$ cat config.mk
export PLATFORM = sky130hd
export DESIGN_NAME = pcm_channel_mixer
export DESIGN_NICKNAME = d
export VERILOG_FILES = /design/src/rtl/pcm_mixer_pkg.sv /design/src/rtl/pcm_volume_scale.sv /design/src/rtl/pcm_channel_mixer.sv
export SDC_FILE = /design/constraint.sdc
export NUM_CORES = 1
export LEC_CHECK = 0
export CORE_MARGIN = 3
export CORE_UTILIZATION = 49
export DETAILED_ROUTE_END_ITERATION = 10
export PLACE_DENSITY = 0.78
export SLEW_MARGIN = 20
export SYNTH_ARGS = -nofsm -noshare
export SYNTH_HDL_FRONTEND = slang
export SYNTH_SLANG_ARGS = --single-unit
$ cat constraint.sdc
create_clock -name clk_i -period 4.1 [get_ports clk_i]
set_clock_uncertainty 0.2 [all_clocks]
set_input_delay 1.23 -clock clk_i [delete_from_list [all_inputs] [get_ports clk_i]]
set_output_delay 1.23 -clock clk_i [all_outputs]
set_load 0.01 [all_outputs]
$ cat src/rtl/pcm_mixer_pkg.sv
// Shared types and constants for the PCM channel mixer and its volume stage.
package pcm_mixer_pkg;

    localparam int PCM_W = 8;
    localparam int VOL_W = 4;

    typedef enum logic [1:0] {
        ST_IDLE  = 2'd0,
        ST_ACCUM = 2'd1,
        ST_SCALE = 2'd2,
        ST_OUT   = 2'd3
    } state_t;

    // Ceiling log2, usable in localparam expressions for acc/idx widths.
    function automatic int clog2(input int value);
        int r;
        r = 0;
        for (int i = 0; i < 31; i++) begin
            if ((32'sd1 <<< i) < value) begin
                r = i + 1;
            end else begin
                r = r;
            end
        end
        return r;
    endfunction

endpackage

$ cat src/rtl/pcm_volume_scale.sv
// Master volume stage: out = (sample * (volume + 1)) >> 4, so 15 is unity gain.
module pcm_volume_scale
    import pcm_mixer_pkg::*;
(
    input  logic [PCM_W-1:0] sample_i,
    input  logic [VOL_W-1:0] volume_i,
    output logic [PCM_W-1:0] sample_o
);

    logic [VOL_W:0]   vol_p1_s;
    logic [11:0]      prod_s;

    // The product never exceeds 255 * 16, so 12 bits hold it exactly.
    always_comb begin
        vol_p1_s = {1'b0, volume_i} + 5'd1;
        prod_s   = 12'(sample_i) * 12'(vol_p1_s);
        sample_o = PCM_W'(prod_s >> 4);
    end

endmodule

$ cat src/rtl/pcm_channel_mixer.sv
// Mixes CHANNELS held PCM samples into one 8-bit sample per tick, with enable
// masking, master volume and a valid/ready output handshake.
module pcm_channel_mixer
    import pcm_mixer_pkg::*;
#(
    parameter int CHANNELS = 8,
    parameter int MIX_MODE = 0
) (
    input  logic                      clk_i,
    input  logic                      rst_ni,
    input  logic                      sample_tick_i,
    input  logic [PCM_W*CHANNELS-1:0] pcm_in_i,
    input  logic [CHANNELS-1:0]       pcm_vld_i,
    input  logic [CHANNELS-1:0]       ch_enable_i,
    input  logic [VOL_W-1:0]          volume_i,
    output logic [PCM_W-1:0]          mix_out_o,
    output logic                      mix_vld_o,
    input  logic                      mix_rdy_i,
    output logic                      busy_o,
    output logic [7:0]                overrun_o
);

    localparam int IDX_W = clog2(CHANNELS);
    localparam int ACC_W = PCM_W + IDX_W;

    logic [PCM_W-1:0]    hold_q [CHANNELS];
    state_t              state_q, state_d;
    logic [ACC_W-1:0]    acc_q, acc_d;
    logic [IDX_W-1:0]    idx_q, idx_d;
    logic [CHANNELS-1:0] en_snap_q, en_snap_d;
    logic [VOL_W-1:0]    vol_snap_q, vol_snap_d;
    logic [PCM_W-1:0]    mix_out_q, mix_out_d;
    logic                mix_vld_q, mix_vld_d;
    logic                busy_q, busy_d;
    logic [7:0]          overrun_q, overrun_d;

    logic [ACC_W-1:0]    addend_s;
    logic [PCM_W-1:0]    mix_s;
    logic [PCM_W-1:0]    scaled_s;

    // Per-channel sample capture, independent of the mixing FSM.
    always_ff @(posedge clk_i or negedge rst_ni) begin
        if (!rst_ni) begin
            for (int i = 0; i < CHANNELS; i++) begin
                hold_q[i] <= 8'h00;
            end
        end else begin
            for (int i = 0; i < CHANNELS; i++) begin
                if (pcm_vld_i[i]) begin
                    hold_q[i] <= pcm_in_i[PCM_W*i +: PCM_W];
                end else begin
                    hold_q[i] <= hold_q[i];
                end
            end
        end
    end

    // Contribution of the channel currently addressed by the accumulate pass.
    always_comb begin
        if (en_snap_q[idx_q]) begin
            addend_s = ACC_W'(hold_q[idx_q]);
        end else begin
            addend_s = {ACC_W{1'b0}};
        end
    end

    // Reduce the accumulator to 8 bits: average or saturating sum.
    always_comb begin
        if (MIX_MODE == 0) begin
            mix_s = PCM_W'(acc_q >> IDX_W);
        end else if (acc_q > ACC_W'(255)) begin
            mix_s = 8'hFF;
        end else begin
            mix_s = acc_q[PCM_W-1:0];
        end
    end

    pcm_volume_scale u_volume_scale (
        .sample_i (mix_s),
        .volume_i (vol_snap_q),
        .sample_o (scaled_s)
    );

    // FSM next state, accumulator, snapshots, output and overrun counter.
    always_comb begin
        state_d    = state_q;
        acc_d      = acc_q;
        idx_d      = idx_q;
        en_snap_d  = en_snap_q;
        vol_snap_d = vol_snap_q;
        mix_out_d  = mix_out_q;
        mix_vld_d  = mix_vld_q;
        overrun_d  = overrun_q;

        // Ticks are only accepted in IDLE; anywhere else they are dropped.
        if (sample_tick_i && (state_q != ST_IDLE) && (overrun_q != 8'hFF)) begin
            overrun_d = overrun_q + 8'd1;
        end else begin
            overrun_d = overrun_q;
        end

        case (state_q)
            ST_IDLE: begin
                if (sample_tick_i) begin
                    state_d    = ST_ACCUM;
                    acc_d      = {ACC_W{1'b0}};
                    idx_d      = {IDX_W{1'b0}};
                    en_snap_d  = ch_enable_i;
                    vol_snap_d = volume_i;
                end else begin
                    state_d = ST_IDLE;
                end
            end
            ST_ACCUM: begin
                acc_d = acc_q + addend_s;
                idx_d = idx_q + IDX_W'(1);
                if (idx_q == IDX_W'(CHANNELS - 1)) begin
                    state_d = ST_SCALE;
                end else begin
                    state_d = ST_ACCUM;
                end
            end
            ST_SCALE: begin
                mix_out_d = scaled_s;
                mix_vld_d = 1'b1;
                state_d   = ST_OUT;
            end
            ST_OUT: begin
                if (mix_rdy_i) begin
                    mix_vld_d = 1'b0;
                    state_d   = ST_IDLE;
                end else begin
                    state_d   = ST_OUT;
                end
            end
            default: begin
                mix_vld_d = 1'b0;
                state_d   = ST_IDLE;
            end
        endcase

        busy_d = (state_d != ST_IDLE);
    end

    // State and datapath registers.
    always_ff @(posedge clk_i or negedge rst_ni) begin
        if (!rst_ni) begin
            state_q    <= ST_IDLE;
            acc_q      <= {ACC_W{1'b0}};
            idx_q      <= {IDX_W{1'b0}};
            en_snap_q  <= {CHANNELS{1'b0}};
            vol_snap_q <= 4'd0;
            mix_out_q  <= 8'h00;
            mix_vld_q  <= 1'b0;
            busy_q     <= 1'b0;
            overrun_q  <= 8'd0;
        end else begin
            state_q    <= state_d;
            acc_q      <= acc_d;
            idx_q      <= idx_d;
            en_snap_q  <= en_snap_d;
            vol_snap_q <= vol_snap_d;
            mix_out_q  <= mix_out_d;
            mix_vld_q  <= mix_vld_d;
            busy_q     <= busy_d;
            overrun_q  <= overrun_d;
        end
    end

    assign mix_out_o = mix_out_q;
    assign mix_vld_o = mix_vld_q;
    assign busy_o    = busy_q;
    assign overrun_o = overrun_q;

endmodule

# --- After elaboration in Yosys (flattened, before gate mapping) ---
# Index checks and enable logic that the tools add are counted.
totals:
  register_bits: 110
  input_bits: 88
op_classes:
  n_addsub: 4
  multipliers: 1
  order_cmp: 2
  eq_ne: 7
  mux: 16
  n_bitwise: 1
  reduce_logical: 10
op_table:
  columns: ["op", "n"]
  rows:
  - ["$bmux 8 s3", 1]
  - ["$mux 8", 3]
  - ["$pmux 11 s2", 1]
  - ["$mul 8x5->12", 1]
  - ["$add 11x11->11", 1]
  - ["$mux 11", 1]
  - ["$add 8x1->8 const B", 1]
  - ["$ne 8x8->1 const B", 1]
  - ["$pmux 2 s4", 1]
  - ["$reduce_bool 2->1", 4]
  - ["$pmux 3 s2", 1]
  - ["$reduce_and 2->1", 3]
  - ["$add 4x1->5 const B", 1]
  - ["$eq 2x2->1 const B", 2]
  - ["$ge 4x4->1 const B", 1]
  - ["$lt 3x4->1 const B", 1]
  - ["$mux 2", 2]
  - ["$ne 2x2->1 const B", 2]
  - ["$not 3->4", 1]
  - ["$add 3x1->3 const B", 1]
  - ["$bmux 1 s3", 1]
  - ["$eq 3x3->1 const B", 1]
  - ["$mux 1", 3]
  - ["$mux 3", 1]
  - ["other kinds (4)", 5]

# --- Logic depth before layout (Yosys ltp) ---
# Gate-level depths: netlist (run 1).
depth:
  ltp_word: 7
  mapped_depth: 16

# --- Hierarchy ---
# From an unflattened synthesis (run 1), not the netlist that was laid out.
hier_totals:
  hier_cells: 502
  area_unflattened_um2: 6256.0
by_module_without_submodules:
  columns: ["mod", "n_inst", "cells_each", "area_each_um2", "seq_area_each_um2"]
  rows:
  - ["pcm_channel_mixer", 1, 366, 5127.4, 2752.6]
  - ["pcm_volume_scale", 1, 136, 1128.6, 0.0]

# --- Worst setup path before layout (run 1) ---
# Ideal clock, no wire load.
synth_path:
  kind: "flip-flop to flip-flop"
  from: "register vol_snap_q[0]"
  to: "register mix_out_q[7], in the netlist mix_out_o[7]"
  arrival_time_ns: 3.909
  path_slack_ns: -0.128
  path_stages_with_launch: 14
  path_buffers: 1
  path_cell_list: "dfrtp_1 ha_1 and3_1 clkbuf_1 and2_1 fa_1 fa_1 fa_1 ha_1 a21oi_1 o21ai_0 a221oi_4 xnor2_1 o21ai_2"
synth_via:
  elab_chain_len: 2
synth_lines:
  columns: ["element", "line_no", "text"]
  rows:
  - ["from (decl)", "pcm_channel_mixer.sv:31", "logic [VOL_W-1:0] vol_snap_q, vol_snap_d;"]
  - ["from (signal assigned)", "pcm_channel_mixer.sv:162", "vol_snap_q <= vol_snap_d;"]
  - ["$add 4x1->5", "pcm_volume_scale.sv:15", "vol_p1_s = {1'b0, volume_i} + 5'd1;"]
  - ["$mul 8x5->12", "pcm_volume_scale.sv:16", "prod_s = 12'(sample_i) * 12'(vol_p1_s);"]
  - ["to (signal assigned)", "pcm_channel_mixer.sv:163", "mix_out_q <= mix_out_d;"]
  - ["to (decl)", "pcm_channel_mixer.sv:32", "logic [PCM_W-1:0] mix_out_q, mix_out_d;"]
# No other way between the ends.
# A chain may end at the register's enable or synchronous reset.

# --- Worst setup path in the final report (run 1) ---
# Same ends and word-level chain as after synthesis.

==> impl_metrics.yaml, run 1 <==
setup_path:
  rr_worst_depth: 13
  regToRegEndpoint: "mix_out_o[7]$_DFFE_PN0P_"
  crit_slowest_cell: "fa_1"
  crit_path_max_incr_delay_ps: 520
  timing.rr.start: "vol_snap_q[0]$_DFFE_PN0P_"
  crit_fanout: 8
  crit_path_start_kind: "flop"
  crit_required_ps: 4120
  arrival_ps: 4120
  path_class: "flop to flop"
  rrSetupSlack_ps: 2
  worstSetupEndpointType: "flop"
  worst_path_most_repeated_cell: "fa_1"
  path_cells: "ha_2, xor2_1, buf_4, and2_1, fa_1, fa_1, fa_1, ha_1, o21a_1, and3_1, a221oi_4, xnor2_1, o21ai_2"
sta:
  rsz0062_at_grt: "true"
  fmax_mhz: 244.0
  slew_headroom: 0.5368
  fin_crit_sh: 0.9995
  final-setup-viol-count: 0
  hold_viol: 0
  setup_tns_ps: 0
  maxSlewViolCount: 0
  min_period_ps: 4098
  worst_slew_pin_slew_ps: 693.1
route:
  finalWirelength_um: 13650
  drt_iter0_markers: 129
  postRouteAntennaNets: 0
  viasPerCell: 5.420
  drc: 0
  wl_per_cell_um: 17.13
  first_pass_iters: 4
  via_count: 4320
cells_and_area:
  diodes: 0
  final_layout_size_suffix_gt1_frac: 0.2432
  nets: 759
  finalNonFillerCells: 797
  layout_commonest_cell: "dfrtp_1"
  final_cell_mix: "110 x dfrtp_1, 104 x clkdlybuf4s50_1, 76 x mux2_2, 35 x nand2_1"
  areaGrowthSynthToFinish_pct: 26.89
synth:
  synth.distinct_cells: 44
  synth_ff_type: "dfrtp_1"
  postSynthAreaPerCell_um2: 12.24
  ys_ff_latch: 110
  synth_edf_count: 0
  synthCells: 513
  yosysSeqAreaShare: 0.4385
  syn-cell-area_um2: 6277
  yosysWarnings: 0
  syn_nets: 648
  async_reset_ff_frac: 1.000
place:
  post-place-cells: 777
  port_buffers: 105
  place.gp.congestion: 0.8347
  place_hpwl_um: 10350
floorplan:
  start_util: 0.5119
  ios: 106
  placeableCoreArea_um2: 12260
  die_area_um2: 14210
  dieWidth_um: 119.2
  rows: 40
  die_y_um: 119.2
hold_path:
  whs_endpoint: "mix_out_o[7]$_DFFE_PN0P_"
  min_from: "mix_out_o[7]$_DFFE_PN0P_"
  holdPathStages: 2
  hold_path_class: "flop to flop"
cts:
  ctsHoldBuffers: 0
  clk_transition_reported_paths_ps: 70
  cts_sinks: 110
  cts_buffers: 9
  cts_buffer_depth: 2
  root_buffer: "clkbuf_16"
  htree_levels: 3
  cts_tree: "done"
  insertion_delay_ps: 350
grt:
  grt_pass1_vias: 4705
  globalRoute.totalOverflow: 0
  grt_pass1_wl_um: 22600
  antenna_found_initial: 0
  grt_usage: 0.2005
  grt_max_degree: 52
power:
  power_leakage_nw: 3.401
  peakVddDrop_uv: 404.7
  total_power_w: 0.006486
  p_per_area_nw_per_um2: 814.3
status:
  outcome: "completed"
run:
  drv_cap: 0
[repair_timing]
item	in CTS	in global routing
gates cloned	0	0
setup endpoints to repair	5	5
resized for setup	8	8
setup buffers	2	2
pin swaps	8	12
[worst max-delay path, delay by kind of cell, from the launching register on]
| family | cells | cell delay (ps) |
|---|---|---|
| buffers and inverters | 1 | 160 |
| AO/OA/AOI/OAI | 3 | 490 |
| AND/OR/NAND/NOR | 2 | 380 |
| adder cells (fa/ha/maj) | 5 | 1990 |
| flip-flops | 1 | 410 |
| XOR/XNOR | 2 | 330 |
[per-stage QoR]
step                setup WS (ps)  hold WS [ps]  area (um2)  utilization
finish                      1.896         280.9        7965       0.6496
global route               -158.9         304.6        7965       0.6496
CTS                         10.65         282.6        7900       0.6443
detailed placement         -179.8         266.0        7553       0.6160
global placement           -40.67         263.8        7553       0.6160
floorplan                   9.942         273.5        6289            -
[final cells by class]
cell class | count | area, um2
Clock buffer | 11 | 232.7
Sequential cell | 110 | 2753
Tap cell | 168 | 210.2
Fill cell | 931 | 4297
Timing Repair Buffer | 125 | 1211
Inverter | 26 | 97.59
Clock inverter | 5 | 42.54
Multi-Input combinational cell | 352 | 3418
[worst max-delay path by stage]
| stage | start | end | slack, ps |
|---|---|---|---|
| 2_1_floorplan | vol_snap_q[0]$_DFFE_PN0P_ | mix_out_o[7]$_DFFE_PN0P_ | 10 |
| 3_3_place_gp | vol_snap_q[1]$_DFFE_PN0P_ | mix_out_o[7]$_DFFE_PN0P_ | -40 |
| 3_5_place_dp | vol_snap_q[1]$_DFFE_PN0P_ | mix_out_o[4]$_DFFE_PN0P_ | -180 |
| 4_1_cts | vol_snap_q[1]$_DFFE_PN0P_ | mix_out_o[7]$_DFFE_PN0P_ | 10 |
| 5_1_grt | vol_snap_q[0]$_DFFE_PN0P_ | mix_out_o[7]$_DFFE_PN0P_ | -160 |
| 6_report | vol_snap_q[0]$_DFFE_PN0P_ | mix_out_o[7]$_DFFE_PN0P_ | 2 |
[kinds of logic (layout without fill, tap and decap cells)]
group,count (synthesis),count (layout),share of synthesized area
AND/OR/NAND/NOR,122,122,0.1007
flip-flops,110,110,0.4385
multiplexers,104,104,0.2189
AO/OA/AOI/OAI,57,57,0.06179
buffers and inverters,51,167,0.03548
adder cells (fa/ha/maj),47,47,0.1140
XOR/XNOR,22,22,0.03069
[flip-flops by register name (all words and copies together) (netlist names)]
register    flops
acc_q          11
busy_o          1
en_snap_q       8
hold_q         64
idx_q           3
mix_out_o       8
mix_vld_o       1
overrun_o       8
state_q         2
vol_snap_q      4
[power by group]
group | leakage (nW) | internal, W | switching [W]
registers | 1.31 | 0.00136 | 0.000290
logic | 1.97 | 0.00203 | 0.00197
clock network | 0.124 | 0.000420 | 0.000414
[cells in the mapped netlist, types with 14 or more instances]
master	instances	area (um2)
and2_1	16	100.1
clkbuf_1	14	52.55
dfrtp_1	110	2753
fa_1	17	340.3
ha_1	30	375.4
inv_1	26	97.59
mux2_2	76	855.8
mux4_2	18	405.4
nand2_1	36	135.1
nand3_1	22	110.1
nor2_1	15	56.30
o21ai_0	20	100.1
[routing by layer]
layer	track usage	part of all wire
met3	0.05603	0.061
met4	0.06589	0.017
met1	0.2405	0.41
met5	0	0
met2	0.3483	0.51
No activity file was read; power rests on OpenSTA's default activity.
==> run 2, diff against run 1 <==
--- a/config.mk
+++ b/config.mk
@@ -7,8 +7,9 @@
 export LEC_CHECK = 0
 export CORE_MARGIN = 3
 export CORE_UTILIZATION = 49
+export CTS_CLUSTER_DIAMETER = 120
 export DETAILED_ROUTE_END_ITERATION = 10
-export PLACE_DENSITY = 0.78
+export PLACE_DENSITY = 0.79
 export SLEW_MARGIN = 20
 export SYNTH_ARGS = -nofsm -noshare
 export SYNTH_HDL_FRONTEND = slang
==> run 2 against run 1 <==
  * Count of clock-buffer cells in the layout fell by 2
  * Sequential cell count did not move
  * Die area did not move
  * Setup slack improved by 120 ps
  * Cell area rose by 0.44%
  * Total power rose by 2.4%
  * Routed wire length rose by 1.7%
  * Register-to-register slack improved by 120 ps
  * Clock power rose by 18%
==> impl_metrics.yaml, run 2 (synthesis gave the netlist of run 1 again) <==
route:
  wl_met1_um: 5718
  top_layer_used: "met4"
  postRouteAntennaNets: 0
  drt_iter0_markers: 168
  viasPerCell: 5.410
  wl_met3_um: 608
  drc: 0
  wl_per_cell_um: 17.46
  first_pass_iters: 4
  finalWirelength_um: 13880
  met2WireLength_um: 7235
  via_count: 4301
hold_path:
  hold_path_class: "flop to flop"
sta:
  fin_ws_ps: 126.7
  slew_headroom: 0.4369
  maxSlewViolCount: 0
  min_period_ps: 3973
  hold_viol: 0
  fmax_mhz: 251.7
  final-setup-viol-count: 0
  worst_slew_pin_slew_ps: 842.7
  hold_ws_ps: 282.4
  fin_crit_sh: 0.9691
  setup_tns_ps: 0
cts:
  cts_buffer_depth: 2
  htree_levels: 3
  cts_buffers: 9
  root_buffer: "clkbuf_16"
  cts_sinks: 110
  ctsHoldBuffers: 0
  clk_transition_reported_paths_ps: 80
  insertion_delay_ps: 360
  cts_tree: "done"
cells_and_area:
  nets: 757
  top_regs: "hold_q: 64 flops, acc_q: 11 flops"
  largest_register_ffs: 64
  fillerInstances: 931
  top_register: "hold_q"
  final_cell_mix: "110 x dfrtp_1, 104 x clkdlybuf4s50_1, 76 x mux2_2, 35 x nand2_1"
  areaGrowthSynthToFinish_pct: 27.45
  multiInputGateArea_um2: 3418
  final_layout_size_suffix_gt1_frac: 0.2520
  diodes: 0
  layout_commonest_cell: "dfrtp_1"
  seq_area_um2: 2753
power:
  p_sw_frac: 0.4051
  intPower_w: 0.003950
  total_power_w: 0.006640
  clock_power_share: 0.149
  p_seq_frac: 0.242
  p_sw_w: 0.002690
  p_per_area_nw_per_um2: 830.0
  peakVddDrop_uv: 429.6
  p_comb_frac: 0.609
  power_leakage_nw: 3.423
grt:
  grt_max_degree: 54
  grt_usage: 0.2068
  antenna_found_initial: 0
  grt_pass1_vias: 4730
  grt_pass1_wl_um: 23400
  globalRoute.totalOverflow: 0
run:
  drv_cap: 0
floorplan:
  ios: 106
  start_util: 0.5119
  dieWidth_um: 119.2
  rows: 40
  die_y_um: 119.2
  placeableCoreArea_um2: 12260
  die_area_um2: 14210
setup_path:
  crit_fanout: 8
  crit_required_ps: 4130
  worst_path_most_repeated_cell: "fa_1"
  arrival_ps: 4000
  crit_slowest_cell: "fa_1"
  crit_path_start_kind: "flop"
  path_cells: "ha_2, xor2_1, buf_4, and2_1, fa_1, fa_1, inv_1, fa_1, inv_1, ha_4, a21oi_4, o21ai_2, a221oi_4, xnor2_1, o21ai_2"
  path_class: "flop to flop"
  crit_path_max_incr_delay_ps: 530
  worstSetupEndpointType: "flop"
place:
  place_hpwl_um: 10370
  port_buffers: 105
  post-place-ws_ps: -75.97
  place.gp.congestion: 0.8159
status:
  outcome: "completed"
## run 2: changes by cell type in the layout (fill, tap and decap cells not counted), sizes merged
cell,before,now
buf,21,19
inv,28,29
bufinv,0,2
clkinvlp,3,0
clkbuf,11,9
clkinv,0,2
## run 2: routing by layer
layer	vias up	GRT usage
met3	25	0.03989
met4	0	0.06879
met2	116	0.3606
li1	2013	-
met1	2147	0.2582
met5	-	0
## run 2: timing repair
action	CTS	global route
gates resized for setup	7	15
setup endpoints to repair	3	6
pin swaps	16	16
buffers inserted	1	2
## run 2: final timing paths
path                       slack [ps]                       end  depth (start not counted)                      start
setup / recovery                  130  mix_out_o[7]$_DFFE_PN0P_                         15  vol_snap_q[0]$_DFFE_PN0P_
hold / removal                    280  mix_out_o[0]$_DFFE_PN0P_                          2   mix_out_o[0]$_DFFE_PN0P_
setup reg to reg                  130  mix_out_o[7]$_DFFE_PN0P_                         15  vol_snap_q[0]$_DFFE_PN0P_
hold reg to reg                   280  mix_out_o[0]$_DFFE_PN0P_                          2   mix_out_o[0]$_DFFE_PN0P_
max in group asynchronous        2080      acc_q[5]$_DFFE_PN0P_                          2                     rst_ni
min in group asynchronous         700  mix_out_o[7]$_DFFE_PN0P_                          1                     rst_ni
## run 2: layout make-up
cell class | instances | area share
Inverter | 26 | 0.01220
Clock buffer | 9 | 0.02815
Timing Repair Buffer | 123 | 0.1480
Sequential cell | 110 | 0.3441
Tap cell | 168 | 0.02627
Multi-Input combinational cell | 352 | 0.4273
Clock inverter | 7 | 0.01408
## run 2: stage by stage
stage               std cells  cell area [um2]  utilization
finish                    795             8000       0.6524
global route              795             8000       0.6524
CTS                       793             7910       0.6451
detailed placement        776             7533       0.6144
global placement          776             7533       0.6144
floorplan                 513             6289            -
## run 2: worst max-delay path: cells and delay by family, from the launching register on
family / cells / cell delay (ps)
AND/OR/NAND/NOR: 1 / 170
buffers and inverters: 3 / 270
XOR/XNOR: 2 / 300
AO/OA/AOI/OAI: 4 / 660
adder cells (fa/ha/maj): 5 / 1850
flip-flops: 1 / 400
## run 2: power by group through the flow
stage               combinational, W  sequential, W  clock, W
floorplan                    0.00267        0.00157         0
global placement             0.00347        0.00160         0
detailed placement           0.00362        0.00162         0
CTS                          0.00374        0.00160   0.00101
global route                 0.00451        0.00165   0.00105
finish                       0.00405        0.00160  0.000988
